**config.mk**
```make
export PLATFORM = sky130hd
export DESIGN_NAME = opt_rand_gen_flat
export DESIGN_NICKNAME = d
export VERILOG_FILES = /design/src/rtl/opt_rand_gen_pkg.sv /design/src/rtl/opt_rand_gen_if.sv /design/src/rtl/opt_rand_gen_xorshift_step.sv /design/src/rtl/opt_rand_gen.sv /design/src/flat_wrapper.sv
export SDC_FILE = /design/constraint.sdc
export NUM_CORES = 1
export LEC_CHECK = 0
export BUFFER_PORTS_ARGS = -buffer_cell sky130_fd_sc_hd__buf_2
export CAP_MARGIN = 20
export CORE_UTILIZATION = 43
export CTS_CLUSTER_DIAMETER = 80
export DETAILED_ROUTE_END_ITERATION = 10
export PLACE_DENSITY = 0.65
export SLEW_MARGIN = 20
export SYNTH_ARGS = -nofsm -noshare
export SYNTH_HDL_FRONTEND = slang
export SYNTH_HIERARCHICAL = 1
export SYNTH_SLANG_ARGS = --single-unit
```
**constraint.sdc**
```tcl
create_clock -name clk -period 9.2 [get_ports clk]
set_input_delay 0.92 -clock clk [delete_from_list [all_inputs] [get_ports clk]]
set_output_delay 0.92 -clock clk [all_outputs]
set_load 0.05 [all_outputs]
```
**src/rtl/opt_rand_gen_pkg.sv**
```systemverilog
// Shared types for the replica move generator: command/move bundle,
// FSM state encoding and default sizing for one annealer replica.
package opt_rand_gen_pkg;

    localparam int city_num = 30;
    localparam int base_log = 4;
    localparam int idx_w    = $clog2(city_num + 1);
    localparam int rand_w   = 32;

    typedef enum logic [1:0] {
        THR = 2'd0,
        TWO = 2'd1,
        OR  = 2'd2
    } com_t;

    typedef enum logic [2:0] {
        S_IDLE    = 3'd0,
        S_DRAW_K  = 3'd1,
        S_DRAW_L  = 3'd2,
        S_DRAW_M  = 3'd3,
        S_DRAW_RM = 3'd4,
        S_DRAW_RX = 3'd5,
        S_HOLD    = 3'd6
    } state_t;

    typedef struct packed {
        com_t                com;
        logic [base_log-1:0] base_id;
        logic [idx_w-1:0]    k;
        logic [idx_w-1:0]    l;
        logic [idx_w-1:0]    m;
        logic [rand_w-1:0]   r_metropolis;
        logic [rand_w-1:0]   r_exchange;
    } opt_t;

endpackage

```
**src/rtl/opt_rand_gen_if.sv**
```systemverilog
// Request / move-command handshake bundle between a replica and its
// move generator. master = replica datapath, slave = generator.
interface opt_rand_gen_if;
    import opt_rand_gen_pkg::*;

    logic                req_valid;
    com_t                req_mode;
    logic                req_ready;
    logic [base_log-1:0] base_id;
    logic                opt_early;
    logic                opt_valid;
    logic                opt_ready;
    opt_t                opt;

    modport master (
        output req_valid, req_mode, base_id, opt_ready,
        input  req_ready, opt_early, opt_valid, opt
    );

    modport slave (
        input  req_valid, req_mode, base_id, opt_ready,
        output req_ready, opt_early, opt_valid, opt
    );

endinterface

```
**src/rtl/opt_rand_gen_xorshift_step.sv**
```systemverilog
// Combinational xorshift next-value function.
// x_i: current value, x_o: next value; SEED_W selects 32/64-bit shifts.
module opt_rand_gen_xorshift_step #(
    parameter int SEED_W = 64
) (
    input  logic [SEED_W-1:0] x_i,
    output logic [SEED_W-1:0] x_o
);

    logic [SEED_W-1:0] a;
    logic [SEED_W-1:0] b;

    generate
        if (SEED_W == 64) begin : g_w64
            assign a   = x_i ^ (x_i << 13);
            assign b   = a ^ (a >> 7);
            assign x_o = b ^ (b << 17);
        end else begin : g_w32
            assign a   = x_i ^ (x_i << 13);
            assign b   = a ^ (a >> 17);
            assign x_o = b ^ (b << 5);
        end
    endgenerate

endmodule

```
**src/rtl/opt_rand_gen.sv**
```systemverilog
// Random 2-opt / or-opt move generator, one per replica.
// Ports: clk, reset (sync high), seed_load/seed/n_seed, bus (slave), rej_cnt.
module opt_rand_gen
    import opt_rand_gen_pkg::*;
#(
    parameter int                CITY_NUM     = city_num,
    parameter int                IDX_W        = $clog2(CITY_NUM + 1),
    parameter int                SEED_W       = 64,
    parameter int                RAND_W       = rand_w,
    parameter logic [SEED_W-1:0] SEED_DEFAULT = SEED_W'(1)
) (
    input  logic              clk,
    input  logic              reset,
    input  logic              seed_load,
    input  logic [SEED_W-1:0] seed,
    output logic [SEED_W-1:0] n_seed,
    opt_rand_gen_if.slave     bus,
    output logic [15:0]       rej_cnt
);

    localparam logic [IDX_W-1:0] CMAX = IDX_W'(CITY_NUM);

    state_t            state_q, state_d;
    logic [SEED_W-1:0] x_q, x_d, x_nxt;
    opt_t              opt_q, opt_d;
    logic [15:0]       rej_q, rej_d;
    logic              valid_q, valid_d;
    logic              early_q, early_d;
    logic              ready_q, ready_d;
    logic              rej_hit;

    logic [IDX_W-1:0]  c, lo, hi;
    logic              in_rng, m_ok, no_m;

    opt_rand_gen_xorshift_step #(.SEED_W(SEED_W)) u_step (
        .x_i (x_q),
        .x_o (x_nxt)
    );

    assign c      = x_nxt[IDX_W-1:0];
    assign in_rng = (c != '0) && (c <= CMAX);
    assign lo     = (c < opt_q.k) ? c : opt_q.k;
    assign hi     = (c < opt_q.k) ? opt_q.k : c;
    // With K<=2 nothing fits below K-1, and L at the top leaves nothing above.
    assign no_m   = (lo <= IDX_W'(2)) && (hi == CMAX);
    assign m_ok   = in_rng &&
                    ((({1'b0, c} + (IDX_W+1)'(1)) < {1'b0, opt_q.k}) ||
                     (c > opt_q.l));

    always_comb begin
        state_d = state_q;
        x_d     = x_q;
        opt_d   = opt_q;
        valid_d = valid_q;
        ready_d = ready_q;
        early_d = 1'b0;
        rej_hit = 1'b0;
        unique case (state_q)
            S_IDLE: begin
                if (seed_load) begin
                    x_d = (seed == '0) ? SEED_DEFAULT : seed;
                end
                if (bus.req_valid) begin
                    opt_d.base_id = bus.base_id;
                    ready_d       = 1'b0;
                    if (bus.req_mode == TWO || bus.req_mode == OR) begin
                        opt_d.com = bus.req_mode;
                        state_d   = S_DRAW_K;
                        if (bus.req_mode == TWO) begin
                            opt_d.m = '0;
                        end
                    end else begin
                        opt_d.com = THR;
                        state_d   = S_HOLD;
                        valid_d   = 1'b1;
                    end
                end
            end
            S_DRAW_K: begin
                x_d = x_nxt;
                if (in_rng) begin
                    opt_d.k = c;
                    state_d = S_DRAW_L;
                end else begin
                    rej_hit = 1'b1;
                end
            end
            S_DRAW_L: begin
                x_d = x_nxt;
                if (in_rng && c != opt_q.k) begin
                    opt_d.k = lo;
                    opt_d.l = hi;
                    if (opt_q.com == TWO) begin
                        state_d = S_DRAW_RM;
                        early_d = 1'b1;
                    end else if (no_m) begin
                        state_d = S_DRAW_K;
                    end else begin
                        state_d = S_DRAW_M;
                    end
                end else begin
                    rej_hit = 1'b1;
                end
            end
            S_DRAW_M: begin
                x_d = x_nxt;
                if (m_ok) begin
                    opt_d.m = c;
                    state_d = S_DRAW_RM;
                    early_d = 1'b1;
                end else begin
                    rej_hit = 1'b1;
                end
            end
            S_DRAW_RM: begin
                x_d                = x_nxt;
                opt_d.r_metropolis = x_nxt[RAND_W-1:0];
                state_d            = S_DRAW_RX;
            end
            S_DRAW_RX: begin
                x_d              = x_nxt;
                opt_d.r_exchange = x_nxt[RAND_W-1:0];
                state_d          = S_HOLD;
                valid_d          = 1'b1;
            end
            S_HOLD: begin
                if (bus.opt_ready) begin
                    valid_d = 1'b0;
                    ready_d = 1'b1;
                    state_d = S_IDLE;
                end
            end
            default: begin
                state_d = S_IDLE;
                valid_d = 1'b0;
                ready_d = 1'b1;
            end
        endcase
        rej_d = (rej_hit && rej_q != 16'hFFFF) ? rej_q + 16'd1 : rej_q;
    end

    always_ff @(posedge clk) begin
        if (reset) begin
            state_q       <= S_IDLE;
            x_q           <= SEED_DEFAULT;
            opt_q         <= '0;
            opt_q.com     <= THR;
            opt_q.base_id <= bus.base_id;
            rej_q         <= '0;
            valid_q       <= 1'b0;
            early_q       <= 1'b0;
            ready_q       <= 1'b1;
        end else begin
            state_q <= state_d;
            x_q     <= x_d;
            opt_q   <= opt_d;
            rej_q   <= rej_d;
            valid_q <= valid_d;
            early_q <= early_d;
            ready_q <= ready_d;
        end
    end

    assign n_seed        = x_q;
    assign rej_cnt       = rej_q;
    assign bus.req_ready = ready_q;
    assign bus.opt_valid = valid_q;
    assign bus.opt_early = early_q;
    assign bus.opt       = opt_q;

endmodule

```
**src/flat_wrapper.sv**
```systemverilog
// flat-port wrapper written by rule: the top's interface ports become plain ports
module opt_rand_gen_flat import opt_rand_gen_pkg::*;
#(
    parameter int                CITY_NUM     = city_num,
    parameter int                IDX_W        = $clog2(CITY_NUM + 1),
    parameter int                SEED_W       = 64,
    parameter int                RAND_W       = rand_w,
    parameter logic [SEED_W-1:0] SEED_DEFAULT = SEED_W'(1)
)
  (clk, reset, seed_load, seed, n_seed, rej_cnt, bus_req_valid, bus_req_mode, bus_base_id, bus_opt_ready, bus_req_ready, bus_opt_early, bus_opt_valid, bus_opt);
  opt_rand_gen_if bus_i ();
  input  logic clk;
  input  logic reset;
  input  logic seed_load;
  input  logic [SEED_W-1:0] seed;
  output logic [SEED_W-1:0] n_seed;
  output logic [15:0] rej_cnt;
  input wire logic [$bits(bus_i.req_valid)-1:0] bus_req_valid;
  input wire logic [$bits(bus_i.req_mode)-1:0] bus_req_mode;
  input wire logic [$bits(bus_i.base_id)-1:0] bus_base_id;
  input wire logic [$bits(bus_i.opt_ready)-1:0] bus_opt_ready;
  output wire logic [$bits(bus_i.req_ready)-1:0] bus_req_ready;
  output wire logic [$bits(bus_i.opt_early)-1:0] bus_opt_early;
  output wire logic [$bits(bus_i.opt_valid)-1:0] bus_opt_valid;
  output wire logic [$bits(bus_i.opt)-1:0] bus_opt;
  assign bus_i.req_valid = bus_req_valid;
  assign bus_i.req_mode = bus_req_mode;
  assign bus_i.base_id = bus_base_id;
  assign bus_i.opt_ready = bus_opt_ready;
  assign bus_req_ready = bus_i.req_ready;
  assign bus_opt_early = bus_i.opt_early;
  assign bus_opt_valid = bus_i.opt_valid;
  assign bus_opt = bus_i.opt;
  opt_rand_gen #(.CITY_NUM(CITY_NUM), .IDX_W(IDX_W), .SEED_W(SEED_W), .RAND_W(RAND_W), .SEED_DEFAULT(SEED_DEFAULT)) u_core (.clk(clk), .reset(reset), .seed_load(seed_load), .seed(seed), .n_seed(n_seed), .bus(bus_i), .rej_cnt(rej_cnt));
endmodule
```
Word-level counts from Yosys, hierarchy flattened. Cells that the tools add are included.

Output and inout port bits: 168. Register bits after elaboration: 171. Word-level logic and storage cells: 116. Input bits: 75.

Reduce and logical (&&, ||, !) cells: 26. Bitwise operators: 5. Order comparisons: 5. Add/subtract/negate cells: 2. Eq/ne operators: 21. Mux-type cells: 44.

Operators with widths (count): $mux 64 (2); $pmux 64 s2 (1); $xor 64x64->64 (2); $mux 83 (1); $logic_not 64->1 (1); $mux 32 (2); $xor 64x57->64 (1); $mux 5 (8); $mux 3 (7); $pmux 3 s7 (1); $pmux 5 s2 (2); $add 16x1->16 const B (1); $ne 16x16->1 const B (1); $mux 1 (11); $mux 10 (1); $ne 2x1->1 const B (5); $reduce_and 5->1 (2); $reduce_bool 2->1 (5); $eq 3x3->1 const B (3); $mux 4 (2); $ne 2x2->1 const B (4); $reduce_and 2->1 (4); $add 5x1->6 const B (1); $eq 3x2->1 const B (2); other kinds (23) (33).

Logic depth before layout (Yosys ltp).
Depth in word-level cells: 11. Gate-level depth with buffers: 12. Depth with buffers taken out: 10.

Cells and area by module. Netlist, hierarchy kept.

Modules (own cells, without submodules): opt_rand_gen (area an instance 7701.1 um^2, instances 1, cells an instance 935); opt_rand_gen_xorshift_step (area an instance 1501.4 um^2, instances 1, cells an instance 168).

Worst setup path before layout. Ideal clock, no wire load.

Kind: flip-flop to flip-flop. Start: register u_core.x_q[7] (netlist: u_core/n_seed[7]). End: register u_core.opt_q, in the netlist u_core/bus.opt[64]. Setup time: 0.132 ns. Period minus slack after synthesis: 3.445 ns. Arrival: 3.313 ns. Path slack: 5.755 ns. Cell stages (with the launch flop): 13. Buffers on the path: 2. Path through: dfxtp_1 > xor2_1 > clkbuf_1 > inv_1 > ha_1 > ha_1 > nor2b_1 > o2111a_1 > or3_1 > a211oi_1 > buf_2 > nand3b_1 > a21oi_1.

Word-level cells in the longest chain between the ends: 9. Elaborated cells on any way between the ends: 15. Those cells by class: add/sub (1); order compare (3); eq/ne (1); mux (2); bitwise (3); reduce/logical (5).

Ends and longest elaborated chain: start, declared (RTL line opt_rand_gen.sv:24) `logic [SEED_W-1:0] x_q, x_d, x_nxt;`; start signal, assigned (RTL line opt_rand_gen.sv:145) `x_q <= SEED_DEFAULT;`; start signal, assigned (RTL line opt_rand_gen.sv:155) `x_q <= x_d;`; $xor 64x64->64 * (RTL line opt_rand_gen_xorshift_step.sv:15) `assign a = x_i ^ (x_i << 13);`; $xor 64x57->64 * (RTL line opt_rand_gen_xorshift_step.sv:16) `assign b = a ^ (a >> 7);`; $xor 64x64->64 * (RTL line opt_rand_gen_xorshift_step.sv:17) `assign x_o = b ^ (b << 17);`; via u_core.x_nxt[0] (RTL line opt_rand_gen.sv:24); $add 5x1->6 (RTL line opt_rand_gen.sv:47) `((({1'b0, c} + (IDX_W+1)'(1)) < {1'b0, opt_q.k}) ||`; $lt 6x5->1 (RTL line opt_rand_gen.sv:47); $logic_or 1x1->1 (RTL line opt_rand_gen.sv:47); $logic_and 1x1->1 (RTL line opt_rand_gen.sv:46) `assign m_ok = in_rng &&`; $ne 2x1->1 (no source line); $reduce_and 5->1 (no source line); end signal, assigned (RTL line opt_rand_gen.sv:156) `opt_q <= opt_d;`; end, declared (RTL line opt_rand_gen.sv:25) `opt_t opt_q, opt_d;`.

The timed path passes the listed nets; every way through them passes the cells marked *. The select of a mux whose other input is x is not followed. A chain may end at the register's enable or synchronous reset.

Worst setup path after layout.
Start: register u_core.x_q[7] (netlist: u_core/n_seed[7]). End: register u_core.opt_q, in the netlist u_core/bus.opt[65].

Word-level cells in the longest chain between the ends: 9. Elaborated cells on any way between the ends: 13. Those cells by class: add/sub (1); order compare (3); eq/ne (1); bitwise (3); reduce/logical (5).

Ends and longest elaborated chain (RTL line): $xor 64x64->64 * (opt_rand_gen_xorshift_step.sv:15); $xor 64x57->64 * (opt_rand_gen_xorshift_step.sv:16); $xor 64x64->64 * (opt_rand_gen_xorshift_step.sv:17); via u_core.x_nxt[0] (opt_rand_gen.sv:24); $add 5x1->6 (opt_rand_gen.sv:47); $lt 6x5->1 (opt_rand_gen.sv:47); $logic_or 1x1->1 (opt_rand_gen.sv:47); $logic_and 1x1->1 * (opt_rand_gen.sv:46); $ne 2x1->1 (no source line) *; $reduce_and 5->1 (no source line) *.

The timed path passes the listed nets; every way through them passes the cells marked *.

==> results.txt <==
----------------------------------------------------
[Clock network]
  Setup repair bufs after CTS ... 0
  Clock Sink Count ... approximately 170
  Maximum level of the CTS H-tree ... 4
  Cell at the root of the clock tree ... clkbuf_16
  Number of buffers on the longest clock path ... 2
  Number of instances resized during post-cts repair ... 0
  Number of hold-repair buffers added at the cts stage ... 0
  TritonCTS clock tree ... built
  Insertion delay of the later-clocked pin in the worst-skew pair ... ~440 ps
  CTS Buf Count ... 17
  Clk slew on worst S/H paths ... 70 ps

[Synthesis]
  Most used DFF post-synth ... dfxtp_1
  Synth cell types ... between 60 and 70
  Mean area per synthesized cell ... 8.34 sq um
  Simple-gate share of the synthesized area ... a little under a fifth
  Largest family of logic cells by synthesized area ... compound AO/OA/AOI/OAI gates
  Most numerous cell in the Yosys netlist ... dfxtp_1
  Post-synth EDFFs ... 4
  Number of synthesis warnings ... 6
  Biggest area contributors in the synthesized netlist ... dfxtp_1 36%, xnor2_1 12%, nand2_1 6.2%
  Cell Area, Synth ... approximately 9200 sq um
  Yosys reg bits ... approximately 170
  Dominant cell type by area after synthesis ... dfxtp_1
  Commonest cells in the synthesized netlist ... 167 x dfxtp_1, 152 x nand2_1, 121 x xnor2_1
  Seq/Total Area, Yosys ... 37.6%
  Proportion of synthesized flip-flops having asynchronous set or reset ... 0%
  Syn_nets ... between 1k and 1.5k
  Fraction of the mapped netlist area in compound gates ... between 10% and 20%
  Adder-cell share of the synthesized area ... under 10%
  Synth Area in XOR/XNOR ... between 10% and 20%
  Synthesized instance count ... between 1k and 1.5k
  Share of the synthesized area in the top cell type ... a little over a third
  Post-synthesis mux area share ... between 2 and 2.5%

[Routing]
  Routed via count divided by cell count ... about 5.7
  Average wire per standard cell ... ~20 um
  Wire length after detailed routing ... between 30000 and 40000 um
  Via count ... between 9k and 10k
  Remaining antenna violation count after routing ... 0
  Pre-antenna DRT Iters ... 7
  Violation count after the first detailed-routing iteration ... between 700 and 800
  Residual DRC ... 0

[Hold path]
  Number of cells traversed by the worst hold path ... 2
  Start point of the worst hold path ... u_core/bus.opt[20]
  Endpoint with the worst hold slack ... u_core/bus.opt[20]
  Class of the most critical hold timing path ... flip-flop to flip-flop

[Cells and area]
  Fraction of layout instances using a drive strength above 1 ... a little under a quarter
  Final Net Count ... 1399
  Area delta synth->final ... 21.7%
  Fin util ... a little over half
  Layout Cell Area excl Fill ... roughly 11000 sq um
  Filler Cells Inserted ... between 2k and 2.5k

[Status]
  Status ... complete, no violations

[Setup path]
  Max stage delay cell, worst path ... a211oi_1
  Type of element launching the critical path ... flip-flop
  Crit path largest cell delay ... slightly below 900 ps
  Cell chain of the critical path ... xor2_1, inv_1, ha_1, ha_1, nor2b_1, o2111a_1, or3_1, a211oi_1, nand3b_1, a21oi_1
  Worst setup path class ... flip-flop to flip-flop
  Required time reported for the critical path endpoint ... 9490 ps
  Source of the worst register-to-register timing path ... u_core/n_seed[7]
  FF-to-FF End ... u_core/bus.opt[65]
  Reg-to-reg slack, setup ... 5000 ps
  Most frequent cell on the critical path ... ha_1
  Worst EP arrival ... 4490 ps
  Cell depth of the worst flop-to-flop path ... 10
  Category of the worst setup path capture point ... flip-flop
  Maximum fanout count along the critical path ... 11

[Timing]
  Final Slew Violations ... 0
  Fin Clk Skew ... about 11 ps
  Hold violation count in the final report ... 0
  Final setup vio count ... 0
  Crit share post-route ... a little under half
  Transition time at the pin with the least slew margin ... 1030 ps
  Worst path setup slack after routing ... between 4000 and 5000 ps
  Highest attainable clock frequency ... ~240 MHz
  Relative max-transition margin ... between 30% and 40%
  Unrepaired setup endpoints after global routing ... false
  Clock period minus final worst setup slack ... 4200 ps
  Total negative slack ... 0 ps

[Die]
  Row Count ... 53
  Die X ... 148 um
  Die outline area ... 22000 sq um
  Die height ... between 100 and 150 um
  Top-Level Pins ... 243
  Core region area ... about 21000 sq um
  Effective utilization at floorplan ... roughly 44%

[Placement]
  Detailed placer's ending HPWL ... roughly 23000 um
  Post-placement setup slack ... around 5000 ps
  Final weighted congestion of routability-driven global placement ... roughly 0.92
  Area post-placement ... 10600 sq um
  Port bufs ... around 240

[Global route]
  Final global-route overflow total ... 0
  Maximum number of pins on one net before global-route repair ... 66
  Initial antenna violation count ... 1
  Overall Global Routing Usage ... ~28%
  Number of global-route vias before repair ... 8040
  Wire length of the first global-routing pass ... 47800 um

[Flow run]
  Number of max-capacitance violations reported ... 0

----------------------------------------------------
==> stage by stage <==
step / hold slack (ps) / instances
finish: 450 / 1592
global route: 477 / 1591
CTS: 453 / 1591
detailed placement: 443 / 1559
global placement: 441 / 1559
floorplan: 601 / 1103
==> layout make-up <==
class	count	area [sq um]	area share, %
Antenna cell	1	2.50	0.0223
Clock buffer	19	464	4.15
Clock inverter	13	141	1.26
Inverter	18	67.6	0.603
Multi-Input combinational cell	840	5400	48.3
Sequential cell	171	3460	30.9
Tap cell	275	344	3.07
Timing Repair Buffer	255	1310	11.7
==> state kept, by name, summed over array words and instances (netlist names) <==
| name | flops |
|---|---|
| u_core/bus.opt | 85 |
| u_core/n_seed | 64 |
| u_core/rej_cnt | 16 |
| u_core/state_q | 3 |
| u_core/bus.opt_early | 1 |
| u_core/bus.opt_valid | 1 |
| u_core/bus.req_ready | 1 |
==> worst max-delay path by stage <==
stage,from,to,slack (ps)
global placement,u_core/n_seed[7],u_core/bus.opt[64],5150
CTS,u_core/n_seed[7],u_core/bus.opt[65],5010
finish,u_core/n_seed[7],u_core/bus.opt[65],5000
floorplan,u_core/n_seed[7],u_core/bus.opt[64],5750
global route,u_core/n_seed[7],u_core/bus.opt[68],4710
detailed placement,u_core/n_seed[7],u_core/bus.opt[65],5040
==> cell usage in the layout (no fill, tap or decap), types with 16 or more instances in the layout <==
cell / n
o21ai_0: 68
clkbuf_16: 18
nor2b_1: 16
xnor2_1: 121
nand2_1: 151
xor2_1: 47
nor4_1: 21
a221oi_1: 64
inv_1: 18
ha_1: 21
buf_2: 241
nor2_1: 102
nand3_1: 17
dfxtp_1: 167
nand4_1: 17
a21oi_1: 84
==> kinds of logic (layout without fill, tap and decap cells) <==
family                     count (synthesis)  in the layout
AOI/OAI and AO/OA                        261            261
xor gates and xnor gates                 171            171
adders and majority gates                 21             21
buffers and inverters                     92            305
DFF                                      171            171
muxes                                     20             20
other                                      0              1
and+or+nand+nor                          367            367
==> critical path, delay by kind of cell (launching register included) <==
| family | cells | cell delay, ps |
|---|---|---|
| compound gates | 3 | 1200 |
| xor+xnor | 1 | 670 |
| flops | 1 | 490 |
| buf+inv | 1 | 290 |
| simple gates | 3 | 770 |
| fa+ha+maj | 2 | 630 |
==> layer usage <==
layer / wire [um] / vias up / GRT usage, %
li1: - / 4267 / -
met1: 13800 / 4294 / 40.2
met2: 14100 / 488 / 42.3
met3: 2930 / 63 / 5.49
met4: 1000 / 0 / 11.4
met5: 0 / - / 0
Power is not shown: default switching activity piles up to over one toggle a cycle in this logic, so the estimate is an artifact.
